--- config.mk ---
export PLATFORM = sky130hd
export DESIGN_NAME = fetch_prefetch_queue
export DESIGN_NICKNAME = d
export VERILOG_FILES = /design/src/rtl/core_pkg.sv /design/src/rtl/sync_fifo.sv /design/src/rtl/fetch_prefetch_queue.sv
export SDC_FILE = /design/constraint.sdc
export NUM_CORES = 1
export LEC_CHECK = 0
export CAP_MARGIN = 10
export CORE_MARGIN = 2
export CORE_UTILIZATION = 35
export DETAILED_ROUTE_END_ITERATION = 7
export SYNTH_ARGS = -nofsm -noshare
export SYNTH_HDL_FRONTEND = slang
export SYNTH_SLANG_ARGS = --single-unit
--- constraint.sdc ---
create_clock -name CLK -period 5.8 [get_ports CLK]
set_input_delay 1.16 -clock CLK [delete_from_list [all_inputs] [get_ports CLK]]
set_output_delay 1.16 -clock CLK [all_outputs]
set_load 0.02 [all_outputs]
--- src/rtl/core_pkg.sv ---
// rtl/core_pkg.sv - shared core constants and PC helpers
//
// Purpose: XLEN, instruction alignment, canonical NOP and default reset PC
// shared by the fetch front end and its sub-blocks.
// Ports: none (package).
package core_pkg;

  localparam int XLEN       = 32;
  localparam int INST_ALIGN = 4;

  localparam logic [XLEN-1:0] NOP_INST         = 32'h0000_0013;
  localparam logic [XLEN-1:0] DEFAULT_RESET_PC = 32'h0000_0000;

  // Instruction addresses are word aligned; low bits of any target are dropped.
  function automatic logic [XLEN-1:0] align_pc(input logic [XLEN-1:0] pc);
    return {pc[XLEN-1:2], 2'b00};
  endfunction

endpackage

--- src/rtl/sync_fifo.sv ---
// rtl/sync_fifo.sv - synchronous FIFO with flush, push/pop, full/empty/count
//
// Purpose: small register-based FIFO; DEPTH must be a power of two >= 2.
// Ports:
//   CLK, RESET       clock, synchronous active-high reset
//   FLUSH            synchronous clear (wins over push/pop)
//   PUSH, PUSH_DATA  write request and data
//   POP, POP_DATA    read request, head data (valid when !EMPTY)
//   FULL, EMPTY      occupancy flags
//   COUNT            number of stored entries
module sync_fifo #(
  parameter int WIDTH = 64,
  parameter int DEPTH = 4
) (
  input  logic                       CLK,
  input  logic                       RESET,
  input  logic                       FLUSH,
  input  logic                       PUSH,
  input  logic [WIDTH-1:0]           PUSH_DATA,
  input  logic                       POP,
  output logic [WIDTH-1:0]           POP_DATA,
  output logic                       FULL,
  output logic                       EMPTY,
  output logic [$clog2(DEPTH+1)-1:0] COUNT
);

  localparam int AW = $clog2(DEPTH);
  localparam int CW = $clog2(DEPTH+1);

  logic [WIDTH-1:0] mem [DEPTH];
  logic [AW-1:0]    wr_ptr;
  logic [AW-1:0]    rd_ptr;
  logic [CW-1:0]    count;
  logic             do_push;
  logic             do_pop;

  assign EMPTY    = (count == '0);
  assign FULL     = (count == CW'(DEPTH));
  assign COUNT    = count;
  assign POP_DATA = mem[rd_ptr];

  assign do_pop  = POP && !EMPTY;
  // Pushing into a full FIFO is fine when the head leaves in the same cycle:
  // wr_ptr == rd_ptr then, and the old head is read before it is overwritten.
  assign do_push = PUSH && (!FULL || do_pop);

  always_ff @(posedge CLK) begin
    if (RESET || FLUSH) begin
      wr_ptr <= '0;
      rd_ptr <= '0;
      count  <= '0;
    end else begin
      if (do_push) wr_ptr <= wr_ptr + AW'(1);
      if (do_pop)  rd_ptr <= rd_ptr + AW'(1);
      count <= count + CW'(do_push) - CW'(do_pop);
    end
  end

  always_ff @(posedge CLK) begin
    if (do_push && !FLUSH) mem[wr_ptr] <= PUSH_DATA;
  end

endmodule

--- src/rtl/fetch_prefetch_queue.sv ---
// rtl/fetch_prefetch_queue.sv - instruction fetch front end with prefetch queue
//
// Purpose: issues sequential fetches to instruction memory, buffers returned
// words tagged with their PC, and hands them to decode over valid/ready.
// A redirect flushes the buffer, drops in-flight responses and refetches.
// Optional macro FETCH_BYPASS_EN: a response arriving while the queue is
// empty drives the output in the same cycle.
// Ports:
//   CLK, RESET                 clock, synchronous active-high reset
//   REDIRECT, REDIRECT_PC      flush and restart fetch at REDIRECT_PC
//   IMEM_REQ, IMEM_ADDR        fetch request and word-aligned address
//   IMEM_GNT                   request accepted this cycle
//   IMEM_RVALID, IMEM_RDATA    in-order response
//   OUT_VALID, OUT_READY       decode handshake
//   OUT_INST, OUT_PC           head instruction and its PC
module fetch_prefetch_queue
  import core_pkg::*;
#(
  parameter int              DEPTH    = 4,
  parameter logic [XLEN-1:0] RESET_PC = DEFAULT_RESET_PC
) (
  input  logic            CLK,
  input  logic            RESET,
  input  logic            REDIRECT,
  input  logic [XLEN-1:0] REDIRECT_PC,
  output logic            IMEM_REQ,
  output logic [XLEN-1:0] IMEM_ADDR,
  input  logic            IMEM_GNT,
  input  logic            IMEM_RVALID,
  input  logic [XLEN-1:0] IMEM_RDATA,
  output logic            OUT_VALID,
  input  logic            OUT_READY,
  output logic [XLEN-1:0] OUT_INST,
  output logic [XLEN-1:0] OUT_PC
);

  localparam int CW = $clog2(DEPTH+1);
  localparam int SW = CW + 1;

  logic [XLEN-1:0]   fetch_pc;
  logic [XLEN-1:0]   pc_tag;
  logic [CW-1:0]     outstanding;
  logic [CW-1:0]     discard;
  logic [CW-1:0]     fifo_count;
  logic              fifo_empty;
  logic              fifo_full;
  logic [2*XLEN-1:0] fifo_head;
  logic [SW-1:0]     credit_used;
  logic              grant;
  logic              live_rsp;
  logic              bypass;
  logic              bypass_take;
  logic              push;
  logic              pop_fifo;
  logic [2*XLEN-1:0] head;

  // outstanding counts every fetch still in flight, dropped ones included,
  // so buffered + outstanding never exceeds the FIFO capacity.
  assign credit_used = SW'(fifo_count) + SW'(outstanding);
  assign IMEM_REQ    = !RESET && !REDIRECT && (credit_used < SW'(DEPTH));
  assign IMEM_ADDR   = fetch_pc;
  assign grant       = IMEM_REQ && IMEM_GNT;

  // A response belongs to the current path only when nothing older is still
  // waiting to be dropped; a redirect in the same cycle kills it as well.
  assign live_rsp = !RESET && !REDIRECT && IMEM_RVALID && (discard == '0);

`ifdef FETCH_BYPASS_EN
  assign bypass      = live_rsp && fifo_empty;
  assign bypass_take = bypass && OUT_READY;
`else
  assign bypass      = 1'b0;
  assign bypass_take = 1'b0;
`endif

  assign pop_fifo = !RESET && !REDIRECT && !fifo_empty && OUT_READY;
  assign push     = live_rsp && !bypass_take && (!fifo_full || pop_fifo);

  assign head      = bypass ? {IMEM_RDATA, pc_tag} : fifo_head;
  assign OUT_VALID = !RESET && (!fifo_empty || bypass);
  assign OUT_INST  = OUT_VALID ? head[2*XLEN-1:XLEN] : '0;
  assign OUT_PC    = OUT_VALID ? head[XLEN-1:0] : '0;

  sync_fifo #(
    .WIDTH (2*XLEN),
    .DEPTH (DEPTH)
  ) u_fifo (
    .CLK       (CLK),
    .RESET     (RESET),
    .FLUSH     (REDIRECT),
    .PUSH      (push),
    .PUSH_DATA ({IMEM_RDATA, pc_tag}),
    .POP       (pop_fifo),
    .POP_DATA  (fifo_head),
    .FULL      (fifo_full),
    .EMPTY     (fifo_empty),
    .COUNT     (fifo_count)
  );

  always_ff @(posedge CLK) begin
    if (RESET) begin
      fetch_pc    <= align_pc(RESET_PC);
      pc_tag      <= align_pc(RESET_PC);
      outstanding <= '0;
      discard     <= '0;
    end else begin
      outstanding <= outstanding + CW'(grant) - CW'(IMEM_RVALID);
      if (REDIRECT) begin
        fetch_pc <= align_pc(REDIRECT_PC);
        pc_tag   <= align_pc(REDIRECT_PC);
        // Every fetch still in flight after this cycle is stale. Live
        // in-flight (outstanding - discard) plus the already-pending discard
        // collapses to outstanding, less the response consumed right now.
        discard  <= outstanding - CW'(IMEM_RVALID);
      end else begin
        if (grant)                          fetch_pc <= fetch_pc + XLEN'(INST_ALIGN);
        if (live_rsp)                       pc_tag   <= pc_tag + XLEN'(INST_ALIGN);
        if (IMEM_RVALID && discard != '0)   discard  <= discard - CW'(1);
      end
    end
  end

endmodule
==> metrics.txt <==
outcome finished clean; Iter 0 DRT Violations between 500 and 600; Fin Hold WS between 0.5 and 0.6 ns; first-pass GRT wire length between 40,000 and 50,000 um; largest net degree at the start of global routing 50; DP Worst Slack ~1.2 ns; Syn Inst Count a little over 900; Core Box Area roughly 39,000 um^2; Final period util 0.770; Tot Pwr ~5300 uW; asr flop ratio synth 0; crit path kind input pin to output pin; Initial Utilization 0.354; Max rail drop VDD roughly 0.14 mV; Global Route met1 Usage 0.212; total track usage 0.153; DR vias ~8.3k; final hold viol count 0; CP endpoint kind output pin; Synth Register Bits roughly 320; # setup viols final 0; grt total ovfl 0; cell area after synthesis ~14,000 um^2; vias per cell approximately 5; Die H 201 um; Final min period approximately 4.5 ns; Avg Synthesized Cell Area between 10 and 15 um^2; clock tree buffer depth 3; CTS Buf Count 36; Post-DP Area around 16,000 um^2; Relative slew margins 0.261; clk sink count about 320; power per cell area 310 nW/um^2; Layout area overhead 25.2%; htree depth 2; met2 Usage GRT 0.247; EDFF count, synth about 250; M3 GR Usage 0.0290; number of global-route vias before repair ~8.4k; num ports between 150 and 200; Worst-path clk slew roughly 0.060 ns; Die Wd a little over 200 um; worst-skew pair later-pin latency roughly 0.53 ns; Residual DRC 0; drt total wl 31,100 um; post-DR wirelength/cell 19.0 um; Yosys Warn Count 0; setup slack, reg-to-reg about 2.7 ns; static leakage 0.00554 uW; final setup TNS 0 ns; Nets 1,178; HPWL after DPL about 20,000 um; CTS tree built; Crit Path Max Fanout 43; Placer Congestion approximately 0.86; Max-Cap Viols 0; RR Startpoint u_fifo.COUNT[1]; Post-CTS Setup Repair Bufs 0; setup ws final ~1.3 ns; Most used DFF post-synth edfxtp_1; ant diodes 0; sequential share of the synthesized area 0.656; CTS Hold Bufs 0; post-cts resize count 0; Netlist cell types between 60 and 70; gr busiest metal met2; capture point of the worst reg-to-reg path outstanding[2]; Min-Delay Path Class flop to flop; I/O Buffers approximately 160; Slew Viols, Final 0; highest-count cells in the layout ignoring fill and taps edfxtp_1 (248), clkdlybuf4s50_1 (160), dfxtp_1 (73); CP required ~4.6 ns; Hold Path Stages 2; post-route cell area 17,100 um^2; CP endpoint OUT_INST[25]; most common cell after layout, fill and taps aside edfxtp_1; maximum clock rate around 0.22 GHz; DRT antenna net count 0; share of cells above drive strength 1 0.135; Critical Path Start RESET; Worst Path Arrival between 3 and 4 ns; Reg2Reg Depth 11; std cell rows just over 70; first drt pass iteration count 4; RSZ-0062 raised after global routing false; initial antenna violation count 0; CP Launch Type input pin; die area 40,600 um^2; slew of the pin with the lowest slew margin roughly 1.1 ns; Final Skew ~0.022 ns; fillers roughly 3.5k; Root Buffer clkbuf_16
==> Yosys cell counts, drive strengths merged, types with 23 or more instances <==
| library cell | instances | area [um^2] |
|---|---|---|
| nor2 | 55 | 206 |
| inv | 30 | 113 |
| and2 | 68 | 425 |
| dfxtp | 75 | 1500 |
| a21oi | 27 | 135 |
| clkbuf | 30 | 113 |
| nand3 | 31 | 160 |
| mux4 | 62 | 1400 |
| edfxtp | 248 | 7450 |
| nand2 | 42 | 158 |
| xnor2 | 27 | 236 |
| buf | 23 | 121 |
==> final cells by class <==
type	count	area (um^2)	share of cell area
Clock inverter	20	225	0.0132
Multi-Input combinational cell	523	4380	0.256
Inverter	30	113	0.00659
Timing Repair Buffer	176	1780	0.104
Sequential cell	323	8950	0.524
Tap cell	518	648	0.0379
Clock buffer	46	980	0.0574
==> per-layer routing <==
| metal | vias up | wire, um |
|---|---|---|
| li1 | 3857 | - |
| met1 | 4116 | 14000 |
| met2 | 293 | 14700 |
| met3 | 40 | 1940 |
| met4 | 0 | 510 |
| met5 | - | 0 |
==> how the worst min path moves through the flow <==
stage                          start                to  slack [ns]
CTS                 u_fifo.rd_ptr[1]  u_fifo.rd_ptr[1]        0.54
finish              u_fifo.rd_ptr[1]              flop        0.53
detailed placement  u_fifo.rd_ptr[1]              flop        0.51
floorplan           u_fifo.rd_ptr[1]              flop        0.48
global route        u_fifo.rd_ptr[1]  u_fifo.rd_ptr[1]        0.56
global placement    u_fifo.rd_ptr[1]              flop        0.51
==> report_power, final <==
group | switching (uW) | internal, uW
clock | 895 | 1420
combinational | 183 | 169
sequential | 70.0 | 2550
total | 1150 | 4140
==> through the flow <==
step                      utilization  cells
after floorplan                     -    929
after global placement          0.412   1570
after detailed placement        0.412   1570
after CTS                       0.443   1636
after global routing            0.443   1636
final                           0.443   1636
==> flip-flops by register name, indices dropped and copies added (netlist names), named ones only <==
signal	flops
outstanding	3
u_fifo.mem	248
pc_tag	30
u_fifo.COUNT	3
u_fifo.wr_ptr	2
IMEM_ADDR	30
discard	3
u_fifo.rd_ptr	2
==> critical path, stage by stage <==
cell	delay (ns)
buf_2	0.21
nor2_4	0.80
buf_4	0.34
and2_1	0.14
clkdlybuf4s50_1	0.60
==> cell families (layout without fill, tap and decap cells) <==
family / after synthesis / in the layout / share of synthesized area
buffers and inverters: 83 / 272 / 0.0254
DFF: 323 / 323 / 0.656
xor gates and xnor gates: 40 / 40 / 0.0257
other: 1 / 4 / 0.000275
AOI/OAI and AO/OA: 116 / 116 / 0.0569
adders and majority gates: 18 / 18 / 0.0176
muxes: 66 / 66 / 0.105
and+or+nand+nor: 279 / 279 / 0.113
Power figures use the tool's default switching activity.
